## src/rtl/mux_pkg.sv

```systemverilog
// Shared types and constants for the three-source mux select arbiter.
// Holds FSM state encoding, mux select codes and source indices.
package mux_pkg;

    typedef enum logic {
        ST_IDLE  = 1'b0,
        ST_GRANT = 1'b1
    } state_e;

    localparam logic [1:0] SEL_A    = 2'b00;
    localparam logic [1:0] SEL_B    = 2'b01;
    localparam logic [1:0] SEL_C    = 2'b10;
    localparam logic [1:0] SEL_NONE = 2'b11;

    localparam int IDX_A = 0;
    localparam int IDX_B = 1;
    localparam int IDX_C = 2;

    localparam logic [2:0] OH_A    = 3'b001;
    localparam logic [2:0] OH_B    = 3'b010;
    localparam logic [2:0] OH_C    = 3'b100;
    localparam logic [2:0] OH_NONE = 3'b000;

    // Mux select code for a one-hot grant; no grant maps to SEL_NONE.
    function automatic logic [1:0] sel_of(input logic [2:0] g);
        logic [1:0] s;
        s = SEL_NONE;
        if (g[IDX_A])
            s = SEL_A;
        else if (g[IDX_B])
            s = SEL_B;
        else if (g[IDX_C])
            s = SEL_C;
        return s;
    endfunction

endpackage

```

## src/rtl/rr_pick3.sv

```systemverilog
// Combinational three-way round-robin picker.
// Ports: req_i requests, last_i one-hot previous holder, win_o one-hot winner.
module rr_pick3
    import mux_pkg::*;
(
    input  logic [2:0] req_i,
    input  logic [2:0] last_i,
    output logic [2:0] win_o
);

    // Search starts at the slot after last_i and wraps C -> A.
    // A last_i of all zeros behaves like last=C.
    always_comb begin
        win_o = OH_NONE;
        unique case (1'b1)
            last_i[IDX_A]: begin
                if (req_i[IDX_B])      win_o = OH_B;
                else if (req_i[IDX_C]) win_o = OH_C;
                else if (req_i[IDX_A]) win_o = OH_A;
            end
            last_i[IDX_B]: begin
                if (req_i[IDX_C])      win_o = OH_C;
                else if (req_i[IDX_A]) win_o = OH_A;
                else if (req_i[IDX_B]) win_o = OH_B;
            end
            default: begin
                if (req_i[IDX_A])      win_o = OH_A;
                else if (req_i[IDX_B]) win_o = OH_B;
                else if (req_i[IDX_C]) win_o = OH_C;
            end
        endcase
    end

endmodule

```

## src/rtl/mux_sel_arb.sv

```systemverilog
// Round-robin arbiter driving the select lines of a three-source mux.
// Ports: clk, rst (sync, active-high), req[2:0], done -> s1, s0, gnt[2:0],
// gnt_valid, timeout. Define MUX_SEL_ARB_TIMEOUT_EN to cap a holder at
// MAX_HOLD grant cycles; otherwise grants are held indefinitely.
module mux_sel_arb
    import mux_pkg::*;
#(
    parameter int unsigned MAX_HOLD = 8
) (
    input  logic       clk,
    input  logic       rst,
    input  logic [2:0] req,
    input  logic       done,
    output logic       s1,
    output logic       s0,
    output logic [2:0] gnt,
    output logic       gnt_valid,
    output logic       timeout
);

    state_e     state_q;
    logic [2:0] gnt_q;
    logic [2:0] last_q;
    logic [1:0] sel_q;
    logic [2:0] pick_d;
    logic       rel_d;

    rr_pick3 u_pick (
        .req_i  (req),
        .last_i (last_q),
        .win_o  (pick_d)
    );

    // Holder lets go on done or on dropping its own request.
    assign rel_d = done | ~|(req & gnt_q);

`ifdef MUX_SEL_ARB_TIMEOUT_EN
    localparam logic [7:0] HOLD_MAX = 8'(MAX_HOLD);
    logic [7:0] cnt_q;
    logic       to_q;

    always_ff @(posedge clk) begin
        if (rst) begin
            state_q <= ST_IDLE;
            gnt_q   <= OH_NONE;
            sel_q   <= SEL_NONE;
            last_q  <= OH_C;
            cnt_q   <= '0;
            to_q    <= 1'b0;
        end else begin
            to_q <= 1'b0;
            unique case (state_q)
                ST_IDLE: begin
                    if (|req) begin
                        state_q <= ST_GRANT;
                        gnt_q   <= pick_d;
                        sel_q   <= sel_of(pick_d);
                        cnt_q   <= 8'd1;
                    end
                end
                ST_GRANT: begin
                    if (rel_d || cnt_q == HOLD_MAX) begin
                        state_q <= ST_IDLE;
                        gnt_q   <= OH_NONE;
                        sel_q   <= SEL_NONE;
                        last_q  <= gnt_q;
                        cnt_q   <= '0;
                        // done wins over a simultaneous expiry.
                        to_q    <= ~rel_d;
                    end else begin
                        cnt_q <= cnt_q + 8'd1;
                    end
                end
                default: state_q <= ST_IDLE;
            endcase
        end
    end

    assign timeout = to_q;
`else
    always_ff @(posedge clk) begin
        if (rst) begin
            state_q <= ST_IDLE;
            gnt_q   <= OH_NONE;
            sel_q   <= SEL_NONE;
            last_q  <= OH_C;
        end else begin
            unique case (state_q)
                ST_IDLE: begin
                    if (|req) begin
                        state_q <= ST_GRANT;
                        gnt_q   <= pick_d;
                        sel_q   <= sel_of(pick_d);
                    end
                end
                ST_GRANT: begin
                    if (rel_d) begin
                        state_q <= ST_IDLE;
                        gnt_q   <= OH_NONE;
                        sel_q   <= SEL_NONE;
                        last_q  <= gnt_q;
                    end
                end
                default: state_q <= ST_IDLE;
            endcase
        end
    end

    assign timeout = 1'b0;
`endif

    assign gnt       = gnt_q;
    assign gnt_valid = (state_q == ST_GRANT);
    assign s1        = sel_q[1];
    assign s0        = sel_q[0];

endmodule
```

## config.mk

```make
export PLATFORM = sky130hd
export DESIGN_NAME = mux_sel_arb
export DESIGN_NICKNAME = d
export VERILOG_FILES = /design/src/rtl/mux_pkg.sv /design/src/rtl/rr_pick3.sv /design/src/rtl/mux_sel_arb.sv
export SDC_FILE = /design/constraint.sdc
export NUM_CORES = 1
export LEC_CHECK = 0
export CELL_PAD_IN_SITES_DETAIL_PLACEMENT = 1
export CELL_PAD_IN_SITES_GLOBAL_PLACEMENT = 1
export CORE_AREA = 2 2 39 41
export DETAILED_ROUTE_END_ITERATION = 10
export DIE_AREA = 0 0 41 43
export DONT_BUFFER_PORTS = 1
export GPL_TIMING_DRIVEN = 0
export HOLD_SLACK_MARGIN = 0.05
export PLACE_DENSITY_LB_ADDON = 0.1
export SLEW_MARGIN = 20
export SYNTH_ARGS = -nofsm -noshare
export SYNTH_HDL_FRONTEND = slang
export SYNTH_SLANG_ARGS = --single-unit
export TNS_END_PERCENT = 10
```

## constraint.sdc

```tcl
create_clock -name clk -period 1.24 [get_ports clk]
set_input_delay 0.124 -clock clk [delete_from_list [all_inputs] [get_ports clk]]
set_output_delay 0.124 -clock clk [all_outputs]
set_load 0.02 [all_outputs]
```

== Word level (Yosys, flattened, before mapping) ==
Cells that the tools add are included.
W data, S select, Z words.

* Multiplexer cells: 22
* Reduce and logical (&&, ||, !) cells: 5
* Bitwise gates (word level): 3
* Equality and inequality tests: 2

{| class="wikitable"
|+ Operators by type and width
! cell !! count
|-
| $mux W3 || 9
|-
| $pmux W3 S2 || 2
|-
| $mux W2 || 5
|-
| $reduce_or A3 Y1 || 2
|-
| $mux W1 || 4
|-
| $pmux W2 S2 || 1
|-
| $reduce_and A2 Y1 || 2
|-
| $and A3 B3 Y3 || 1
|-
| $ne A2 B1 Y1 const B || 1
|-
| $ne A2 B2 Y1 const B || 1
|-
| $pmux W1 S2 || 1
|-
| $logic_not A1 Y1 || 1
|-
| $not A1 Y1 || 1
|-
| $or A1 B1 Y1 || 1
|}

* Bits in registers: 8
* Word-level logic and storage cells: 36
* Output and inout bits: 7
* Bits of input ports: 6

== Depth between registers and ports, before layout ==
Gate-level depths: netlist (run 1).

* Depth in word-level cells: 9
* Gate-level depth with buffers: 4
* Gate-level depth less buffers: 4

== Cells and area by module ==
A second synthesis (run 1) with hierarchy kept.

* Cells, all modules: 50
* Area total of the unflattened synthesis: 461.7 µm²

{| class="wikitable"
|+ By module, submodules not included
! module !! sequential area each (µm²) !! area an instance (µm²) !! cells each !! times used
|-
| mux_sel_arb || 180.2 || 407.9 || 43 || 1
|-
| rr_pick3 || 0.0 || 53.8 || 7 || 1
|}

== Worst setup path after synthesis (run 1) ==
OpenSTA, ideal clock, no wires.

* Path type: flip-flop to flip-flop
* Start: reg gnt_q[2] (netlist: gnt[2])
* End: reg sel_q[0]
* Path buffers: 0
* Required time: 1.118 ns
* Clock period less this slack: 1.384 ns
* Slack: -0.144 ns
* Setup time: 0.122 ns
* Stages on the path, launching flop included: 5
* Arrival time: 1.262 ns
* Path through: dfxtp_1 > a22oi_1 > or3b_4 > a31oi_4 > a21oi_1

* Cells in the longest elaborated chain, start to end: 6

{| class="wikitable"
|+ RTL lines
! element !! RTL line !! source
|-
| from (decl) || mux_sel_arb.sv:22 || <nowiki>logic [2:0] gnt_q;</nowiki>
|-
| from (signal assigned) || mux_sel_arb.sv:92 || <nowiki>gnt_q <= pick_d;</nowiki>
|-
| $and A3 B3 Y3 || mux_sel_arb.sv:35 || <nowiki>assign rel_d = done | ~|(req & gnt_q);</nowiki>
|-
| $reduce_or A3 Y1 || mux_sel_arb.sv:35 ||
|-
| $logic_not A1 Y1 || mux_sel_arb.sv:35 ||
|-
| $or A1 B1 Y1 || mux_sel_arb.sv:35 ||
|-
| $ne A2 B1 Y1 (no source line) || - ||
|-
| $reduce_and A2 Y1 (no source line) || - ||
|-
| to (signal assigned) || mux_sel_arb.sv:93 || <nowiki>sel_q <= sel_of(pick_d);</nowiki>
|-
| to (decl) || mux_sel_arb.sv:24 || <nowiki>logic [1:0] sel_q;</nowiki>
|}

No other way between the ends.
A chain may end at the register's enable or synchronous reset.

== Final worst setup path (run 1) ==
* Start: reg state_q (netlist: gnt_valid)
* End: reg sel_q[0]

* Cells in the longest elaborated chain, start to end: 3
* Elaborated cells on any way between the ends: 5
* Those cells by class: eq/ne: 2; mux: 1; bitwise: 1; reduce/logical: 1

{| class="wikitable"
|+ RTL lines
! element !! RTL line !! source
|-
| from (decl) || mux_sel_arb.sv:21 || <nowiki>state_e state_q;</nowiki>
|-
| from (signal assigned) || mux_sel_arb.sv:83 || <nowiki>state_q <= ST_IDLE;</nowiki>
|-
| from (signal assigned) || mux_sel_arb.sv:91 || <nowiki>state_q <= ST_GRANT;</nowiki>
|-
| from (signal assigned) || mux_sel_arb.sv:98 || <nowiki>state_q <= ST_IDLE;</nowiki>
|-
| $not A1 Y1 || - ||
|-
| $ne A2 B2 Y1 (no source line) || - ||
|-
| $reduce_and A2 Y1 (no source line) || - ||
|}

Several ways; a longest one is shown, not always the timed one.

==> qor.csv, run 1 <==
metric,value,unit
max-cap-violations,0,
critical_path_depth,3,
insertion_delay,0.25,ns
fin_crit_sh,107,%
grt_pass1_wl,1.86,mm
synth_compound_area_share,32.3,%
layout_common_cells,"a21oi_1 (6), nor2_1 (5), dlygate4sd3_1 (4), dfxtp_1 (4)",
timing.fmax,0.755,GHz
ant_nets,0,
syn-mean-instance-area,9.04,um^2
syn_inst,45,
dpl.hpwl,769,um
cts-root-buf,clkbuf_4,
startpoint_type,flop,
path_clk_slew,0.06,ns
ys_warn_count,0,
crit-reg2reg-launch,gnt_valid,
grt_max_degree,9,
synth_top_family_by_area,compound AO/OA/AOI/OAI gates,
top_layer,met4,
wl_met3,67,um
final_common_cell,a21oi_1,
num_antenna_cells,0,
dp_cells,61,
total_power,0.000633,W
dieWidth,41,um
crit_buf_inv,0,
clock_path_buffers,2,
synth_mux_area_share,4.92,%
cp-endpoint,sel_q[0],
syn_area,407,um^2
status,finished with violations,
start_util,29.4,%
cts_htree_levels,1,
setup.worst_path.start,gnt_valid,
port_buffers,0,
cp-end-kind,flop,
r2r_cells,3,
std_cell_rows,14,
arrival,1.45,ns
synth_fp_nets,51,
cts_tree,built,
rsz0062_at_grt,true,
crit_chain,or4_4 -> a31oi_4 -> a21oi_1,
first_global_vias,401,
p_leak,0.198,nW
boundaryPins,13,
vdd_drop_max,510,uV
die_h,43,um
drt_iter0_markers,4,
yosys_register_bits,8,
path_class,flop to flop,
p_per_area,1220,mW/mm^2
worstPathMaxFanout,7,
wl_per_cell,16.4,um
fin_nets,60,
grt.total_usage,16.1,%
final-setup-viol-count,5,
synthSimpleGateAreaFrac,18.8,%
met2_length,580,um
report.final.hold_viol_count,0,
grt.overflow.total,0,
vias,375,
routed_wl,1.13,mm
fin_util,37.5,%
critPathRequiredTime,1.37,ns
max_stage_delay,0.45,ns
via_per_inst,5.43,
design.core.area,0.00138,mm^2
finalNonFillerCells,69,
violations,setup timing,
finalMaxSlewViolations,0,
antenna_found_initial,0,
gp_congestion,0.639,
numCtsBuffers,3,
reg2reg_slack,-0.08,ns
cp_top_family,simple AND/OR/NAND/NOR gates,
drc,0,
crit_slowest_cell,or4_4,
layout-drive-gt1-share,24.5,%
min_path_type,input port to flop,
r2r_end,sel_q[0],
drt-met1-wl,478,um
synthAdderAreaFrac,0,%
clock_sinks,8,
dieArea,0.00176,mm^2
synth_xor_area_share,0,%
tns,-0.389,ns
drt_pre_antenna_iters,4,
timing.final.ws_setup,-0.0844,ns
synth_cell_type_count,22,
fin_crit,1.32,ns
clock_skew,0.00401,ns
syn_to_final_growth,27.7,%
holdWs,0.0778,ns
ys_seq_area_share,39.4,%
[cell type report]
class,count,area (um^2)
fillers,170,865
multi-input cells,34,245
flip-flops and latches,8,173
repair buffers,4,40.0
clock buffers,4,26.3
well taps,16,20.0
plain buffers,1,7.51
inverters,2,7.51
[worst min-delay path by stage]
stage                      start         to  depth (start not counted)
after global placement       rst  last_q[1]                          1
after detailed placement     rst  last_q[0]                          1
after global routing         rst     gnt[1]                          3
after floorplan              rst  last_q[0]                          1
after CTS                 req[0]     gnt[1]                          3
final                     req[0]     gnt[1]                          3
[cell families (layout without fill, tap and decap cells)]
group           after synthesis  count (layout)
flops                         8               8
simple gates                 13              13
buf+inv                       3              11
other cells                   1               1
mux                           2               2
compound gates               18              18
[worst register-to-register path: stages (launching register included)]
cell and delay (ns):
dfxtp_4 0.39, or4_4 0.45, a31oi_4 0.27, a21oi_1 0.10
[synth_stat cells]
cell / count / share of area, %
a21boi_0: 1 / 1.8
a21oi_1: 6 / 7.4
a22oi_1: 2 / 3.7
a31oi_4: 1 / 5.2
a32o_1: 2 / 4.9
and2b_1: 1 / 1.8
and3b_1: 1 / 2.2
buf_4: 1 / 1.8
conb_1: 1 / 0.92
dfxtp_1: 8 / 39
inv_1: 2 / 1.8
mux2i_1: 2 / 4.9
nand2_1: 2 / 1.8
nand4b_1: 1 / 2.2
nor2_1: 5 / 4.6
nor2b_1: 1 / 1.5
o21ai_0: 3 / 3.7
o21bai_1: 1 / 1.8
o22ai_1: 1 / 1.5
o2bb2ai_1: 1 / 2.2
or3b_4: 1 / 2.8
or4_1: 1 / 1.8
[flip-flops by register name, summed over array words and instances, names as in the netlist]
name       flops
last_q         2
sel_q          2
gnt            3
gnt_valid      1
[routing by layer]
metal / vias to the layer above / track usage [%]
met4: 0 / 8.00
met5: - / 0
met1: 181 / 19.2
li1: 183 / -
met3: 2 / 5.24
met2: 9 / 24.7
[power breakdown]
part           internal, W  switching, W  leakage (nW)
sequential        0.000276     0.0000452        0.0682
combinational    0.0000498     0.0000435         0.115
clock             0.000124     0.0000946        0.0150
total             0.000450      0.000183         0.198
[what timing repair did]
item,4_1_cts,5_1_grt
hold buffers,4,0
setup buffers,0,0
endpoints found under the hold margin,8,0
setup endpoints to repair,8,7
gates resized for setup,3,1
pin swaps,1,0
[per-stage QoR]
stage               worst slack (ns)  cell area, um^2
CTS                          -0.0849              514
global route                  -0.147              519
global placement              -0.119              439
detailed placement            -0.158              439
floorplan                    0.00142              419
finish                       -0.0844              519
No activity file was read; power rests on OpenSTA's default activity.
==> run 2, diff against run 1 <==
- ABC_AREA: not set -> 1
- clock period: 1.24 -> 1.1 ns (I/O delays scaled with it)
==> qor.csv, run 2 <==
metric,value,unit,change
synthSimpleGateAreaFrac,42.1,%,was 18.8%
timing.fmax,0.985,GHz,was 0.755 GHz
grt.overflow.total,0,,unchanged
p_per_area,1390,mW/mm^2,was 1220 mW/mm^2
first_global_vias,470,,was 401
p_leak,0.247,nW,was 0.198 nW
syn_to_final_growth,23.6,%,was 27.7%
synthAdderAreaFrac,0,%,unchanged
vdd_drop_max,462,uV,was 510 uV
synth_top_family_by_area,simple AND/OR/NAND/NOR gates,,was compound AO/OA/AOI/OAI gates
fin_crit_sh,92.3,%,was 107%
path_class,flop to flop,,unchanged
grt_max_degree,7,,was 9
yosysMostFrequentCell,nand2_1,,was dfxtp_1
insertion_delay,0.26,ns,was 0.25 ns
r2r_cells,9,,was 3
gp_congestion,0.671,,was 0.639
fin_crit,1.01,ns,was 1.32 ns
total_power,0.000720,W,was 0.000633 W
port_buffers,0,,unchanged
worstPathMaxFanout,3,,was 7
yosys_register_bits,8,,unchanged
synth_fp_nets,73,,was 51
die_h,43,um,unchanged
layout_common_cells,"nand2_1 (19), inv_1 (9), nor2_1 (7)",,"was a21oi_1 (6), nor2_1 (5), dlygate4sd3_1 (4), dfxtp_1 (4)"
grt.total_usage,15.9,%,was 16.1%
largest_register_ffs,3,,unchanged
tns,0,ns,was -0.389 ns
ant_nets,0,,unchanged
yosys-top-cells-count,"nand2_1 (23), inv_1 (11), nor2_1 (9)",,"was dfxtp_1 (8), a21oi_1 (6), nor2_1 (5)"
crit_chain,inv_1 -> nand2_1 -> nand2_1 -> nand2_1 -> nand2_2 -> nand2_1 -> inv_1 -> nand2_1 -> nand3_1,,was or4_4 -> a31oi_4 -> a21oi_1
dieWidth,41,um,unchanged
design.core.area,0.00138,mm^2,unchanged
drc,0,,unchanged
report.final.hold_viol_count,0,,unchanged
yosysTopAreaCell,dfxtp_1,,unchanged
via_per_inst,4.76,,was 5.43
cp-end-kind,flop,,unchanged
start_util,30.3,%,was 29.4%
max_stage_delay,0.35,ns,was 0.45 ns
crit_top_cell,nand2_1,,
ys_warn_count,0,,unchanged
clock_sinks,8,,unchanged
max-cap-violations,0,,unchanged
fin_nets,80,,was 60
startpoint_type,flop,,unchanged
clock_skew,0.00313,ns,was 0.00401 ns
async_flop_share,0,%,unchanged
drt_pre_antenna_iters,4,,unchanged
drt_iter0_markers,2,,was 4
synth-main-ff-cell,dfxtp_1,,unchanged
final-setup-viol-count,0,,was 5
synth_compound_area_share,7.16,%,was 32.3%
syn-mean-instance-area,6.26,um^2,was 9.04 um^2
cts_htree_levels,1,,unchanged
finalMaxSlewViolations,0,,unchanged
holdPathStages,4,,was 3
arrival,1.15,ns,was 1.45 ns
numCtsBuffers,3,,unchanged
status,"complete, no violations",,was finished with violations
syn_inst,67,,was 45
rsz0062_at_grt,true,,unchanged
synth_edf_count,0,,unchanged
dpl.hpwl,809,um,was 769 um
syn_area,419,um^2,was 407 um^2
path_clk_slew,0.06,ns,about the same
netlist.area_leader.share,38.2,%,was 39.4%
fin_util,37.4,%,was 37.5%
cts_tree,built,,unchanged
wl_per_cell,12.1,um,was 16.4 um
std_cell_rows,14,,unchanged
num_antenna_cells,0,,unchanged
synth_xor_area_share,0,%,unchanged
layout-drive-gt1-share,29.2,%,was 24.5%
min_path_type,input port to flop,,unchanged
dieArea,0.00176,mm^2,unchanged
vias,419,,was 375
synth_mux_area_share,0,%,was 4.92%
crit_slowest_cell,dfxtp_2,,was or4_4
boundaryPins,13,,unchanged
synth_cell_type_count,11,,was 22
postCtsSetupRepairBufs,0,,unchanged
cts-root-buf,clkbuf_4,,unchanged
critPathRequiredTime,1.24,ns,was 1.37 ns
final_common_cell,nand2_1,,was a21oi_1
routed_wl,1.07,mm,was 1.13 mm
holdWs,0.103,ns,was 0.0778 ns
ys_seq_area_share,38.2,%,was 39.4%
clock_path_buffers,2,,unchanged
grt_pass1_wl,1.85,mm,was 1.86 mm
yosys-top-cells-area,"dfxtp_1 (38%), nand2_1 (21%), inv_1 (9.9%)",,"was dfxtp_1 (39%), a21oi_1 (7.4%), a31oi_4 (5.2%)"
antenna_found_initial,0,,unchanged
==> run 2: changes by cell type after synthesis, moves of 2 or more <==
cell and change:
nand3_2 +3, inv_1 +9, a32o_1 -2, nand2_1 +21, nor2_1 +4, mux2i_1 -2
a21oi_1 -2, a22oi_1 -2, nand3_1 +4
==> run 2: worst paths after layout <==
path	start	end	slack (ns)
hold reg to reg	last_q[0]	last_q[0]	0.48
hold / removal	req[1]	sel_q[0]	0.10
setup reg to reg	last_q[1]	sel_q[1]	0.09
setup / recovery	last_q[1]	sel_q[1]	0.09
==> run 2: routing by layer <==
metal | vias to the layer above | part of all wire [%] | track usage (%)
met1 | 192 | 41 | 17.4
met4 | 0 | 0 | 4.00
met5 | - | 0 | 0
li1 | 213 | - | -
met2 | 14 | 50 | 25.3
met3 | 0 | 8.6 | 8.90
==> run 2: metrics by stage <==
stage | setup slack, ns | std cells | cell area (um^2)
floorplan | 0.0290 | 67 | 419
global placement | -0.144 | 83 | 439
detailed placement | -0.132 | 83 | 439
CTS | 0.0116 | 88 | 492
global route | -0.0209 | 88 | 518
finish | 0.0851 | 88 | 518
==> run 2: what timing repair did <==
item	in CTS	in global routing
gates resized for setup	6	13
setup endpoints to repair	7	6
hold buffers	2	0
endpoints found under the hold margin	5	0
pin swaps	0	3
==> run 2: layout make-up <==
class / instances / area (um^2)
Tap cell: 16 / 20.0
Inverter: 11 / 41.3
Sequential cell: 8 / 176
Timing Repair Buffer: 2 / 20.0
Buffer: 1 / 7.51
Multi-Input combinational cell: 47 / 230
Clock buffer: 3 / 22.5
Fill cell: 191 / 866
==> run 2: kinds of logic (layout without fill, tap and decap cells) <==
kind of cell	count (synthesis)	count (layout)
AO/OA/AOI/OAI	6	6
flip-flops	8	8
other	1	1
buffers and inverters	12	17
AND/OR/NAND/NOR	40	40
==> run 2: where the power goes <==
part / leakage (nW) / internal, W / total (W) / switching, W
logic: 0.164 / 0.0000496 / 0.000130 / 0.0000809
clock network: 0.0138 / 0.000125 / 0.000228 / 0.000103
registers: 0.0691 / 0.000315 / 0.000362 / 0.0000469
==> run 2: critical path: cells and delay by family, from the launching register on <==
family / cells / cell delay (ns)
flops: 1 / 0.35
buf+inv: 2 / 0.10
simple gates: 7 / 0.45
==> run 3, diff against run 2 <==
--- a/config.mk
+++ b/config.mk
@@ -7,7 +7,6 @@
 export LEC_CHECK = 0
 export ABC_AREA = 1
-export CELL_PAD_IN_SITES_DETAIL_PLACEMENT = 1
-export CELL_PAD_IN_SITES_GLOBAL_PLACEMENT = 1
 export CORE_AREA = 2 2 39 41
+export CTS_CLUSTER_DIAMETER = 60
 export DETAILED_ROUTE_END_ITERATION = 10
 export DIE_AREA = 0 0 41 43
@@ -15,5 +14,4 @@
 export GPL_TIMING_DRIVEN = 0
 export HOLD_SLACK_MARGIN = 0.05
-export PLACE_DENSITY_LB_ADDON = 0.1
 export SLEW_MARGIN = 20
 export SYNTH_ARGS = -nofsm -noshare
==> constraint.sdc (replaced) <==
create_clock -name clk -period 1.1 [get_ports clk]
set_input_delay 0.11 -clock clk [delete_from_list [all_inputs] [get_ports clk]]
set_output_delay 0.11 -clock clk [all_outputs]
set_load 0.05 [all_outputs]
==> qor.csv, run 3 (synthesis gave the netlist of run 2 again) <==
metric,value,unit,change
syn_to_final_growth,26.0,%,was 23.6%
multi_input_area,236,um^2,was 230 um^2
critPathRequiredTime,1.25,ns,was 1.24 ns
insertion_delay,0.26,ns,about the same
largest_register_ffs,3,,unchanged
grt.overflow.total,0,,unchanged
std_cell_rows,14,,unchanged
vdd_drop_max,900,uV,was 462 uV
grt_pass1_wl,1.41,mm,was 1.85 mm
gp_congestion,0.733,,was 0.671
first_global_vias,362,,was 470
p_per_area,1480,mW/mm^2,was 1390 mW/mm^2
cts_tree,built,,unchanged
final_common_cell,nand2_1,,unchanged
worst_pin_slew,0.503,ns,
seqCellArea,176,um^2,unchanged
fin_crit,1.07,ns,was 1.01 ns
grt_max_degree,7,,unchanged
status,"complete, no violations",,unchanged
clock_sinks,8,,unchanged
drt_iter0_markers,11,,was 2
port_buffers,0,,unchanged
ant_nets,0,,unchanged
min_path_type,input port to flop,,unchanged
path_clk_slew,0.06,ns,about the same
numCtsBuffers,3,,unchanged
max-cap-violations,0,,unchanged
worstPathMaxFanout,6,,was 3
cp-end-kind,flop,,unchanged
drc,0,,unchanged
startpoint_type,flop,,unchanged
cts-root-buf,clkbuf_4,,unchanged
boundaryPins,13,,unchanged
routed_wl,882,um,was 1.07 mm
dieArea,0.00176,mm^2,unchanged
report.final.hold_viol_count,0,,unchanged
preCtsSetupSlack,-0.101,ns,was -0.132 ns
drt_pre_antenna_iters,4,,unchanged
clock_path_buffers,2,,unchanged
final-setup-viol-count,0,,unchanged
design.core.area,0.00138,mm^2,unchanged
num_antenna_cells,0,,unchanged
rsz0062_at_grt,true,,unchanged
p_leak,0.250,nW,was 0.247 nW
dp_cells,83,,unchanged
timing.final.ws_setup,0.0326,ns,was 0.0851 ns
wl_per_cell,9.91,um,was 12.1 um
layout_common_cells,"nand2_1 (18), inv_1 (9), nor2_1 (7)",,"was nand2_1 (19), inv_1 (9), nor2_1 (7)"
finalNonFillerCells,89,,was 88
dieWidth,41,um,unchanged
arrival,1.21,ns,was 1.15 ns
fin_nets,80,,unchanged
die_h,43,um,unchanged
slew_headroom,66.4,%,
grt.total_usage,12.1,%,was 15.9%
clock_skew,0.00943,ns,was 0.00313 ns
cts_htree_levels,1,,unchanged
start_util,30.3,%,unchanged
vias,397,,was 419
dpl.hpwl,663,um,was 809 um
via_per_inst,4.46,,was 4.76
fin_crit_sh,97.0,%,was 92.3%
layout-drive-gt1-share,31.5,%,was 29.2%
path_class,flop to flop,,unchanged
timing.fmax,0.937,GHz,was 0.985 GHz
finalMaxSlewViolations,0,,unchanged
antenna_found_initial,0,,unchanged
nFillCells,151,,was 191
[run 3: what timing repair did]
item	CTS	global route
endpoints found under the setup margin	5	7
pin swaps	1	6
endpoints found under the hold margin	5	0
hold buffers	2	0
gates resized for setup	4	9
buffers inserted	0	0
[run 3: routing by layer]
metal  vias to the layer above  wire length (um)  global-route usage [%]
met4                         0                21                    8.00
met5                         -                 0                       0
li1                        217                 -                       -
met2                        10               410                    16.6
met3                         2                57                    4.19
met1                       168               393                    15.3
[run 3: power breakdown]
part           internal [W]  switching (W)  leakage, nW
clock network      0.000139       0.000105       0.0150
logic             0.0000508      0.0000812        0.166
registers          0.000315      0.0000880       0.0691
[run 3: worst paths after layout]
check                                from   endpoint  slack [ns]  cells past startpoint
worst max-delay path               gnt[2]   sel_q[1]        0.03                      7
worst max register to register     gnt[2]   sel_q[1]        0.03                      7
worst min-delay path               req[2]     gnt[2]        0.09                      4
worst min register to register  last_q[1]  last_q[1]        0.48                      2
[run 3: area by class of cell]
class | count | area share, %
multi-input cells | 47 | 44.8
flip-flops and latches | 8 | 33.4
inverters | 11 | 7.82
clock buffers | 4 | 4.98
repair buffers | 2 | 3.79
well taps | 16 | 3.79
plain buffers | 1 | 1.42
[run 3: critical path, stage by stage (launching register included)]
cell and delay, ns:
dfxtp_4 0.45, nand2_2 0.08, nand3_2 0.08, nand3_2 0.08, nand2_4 0.11, inv_2 0.04
nand2_1 0.05, nand3_1 0.06
[run 3: metrics by stage]
| stage | utilization (%) | total power [W] | TNS (ns) | instance area (um^2) | hold WS [ns] |
|---|---|---|---|---|---|
| 6_report | 38.2 | 0.000779 | 0 | 528 | 0.0899 |
| 5_1_grt | 38.2 | 0.000815 | -0.0923 | 528 | 0.119 |
| 4_1_cts | 36.9 | 0.000774 | 0 | 510 | 0.0840 |
| 3_5_place_dp | 32.6 | 0.000518 | -0.280 | 452 | 0.172 |
| 3_3_place_gp | 32.6 | 0.000517 | -0.232 | 452 | 0.171 |
| 2_1_floorplan | - | 0.000497 | 0 | 432 | 0.169 |
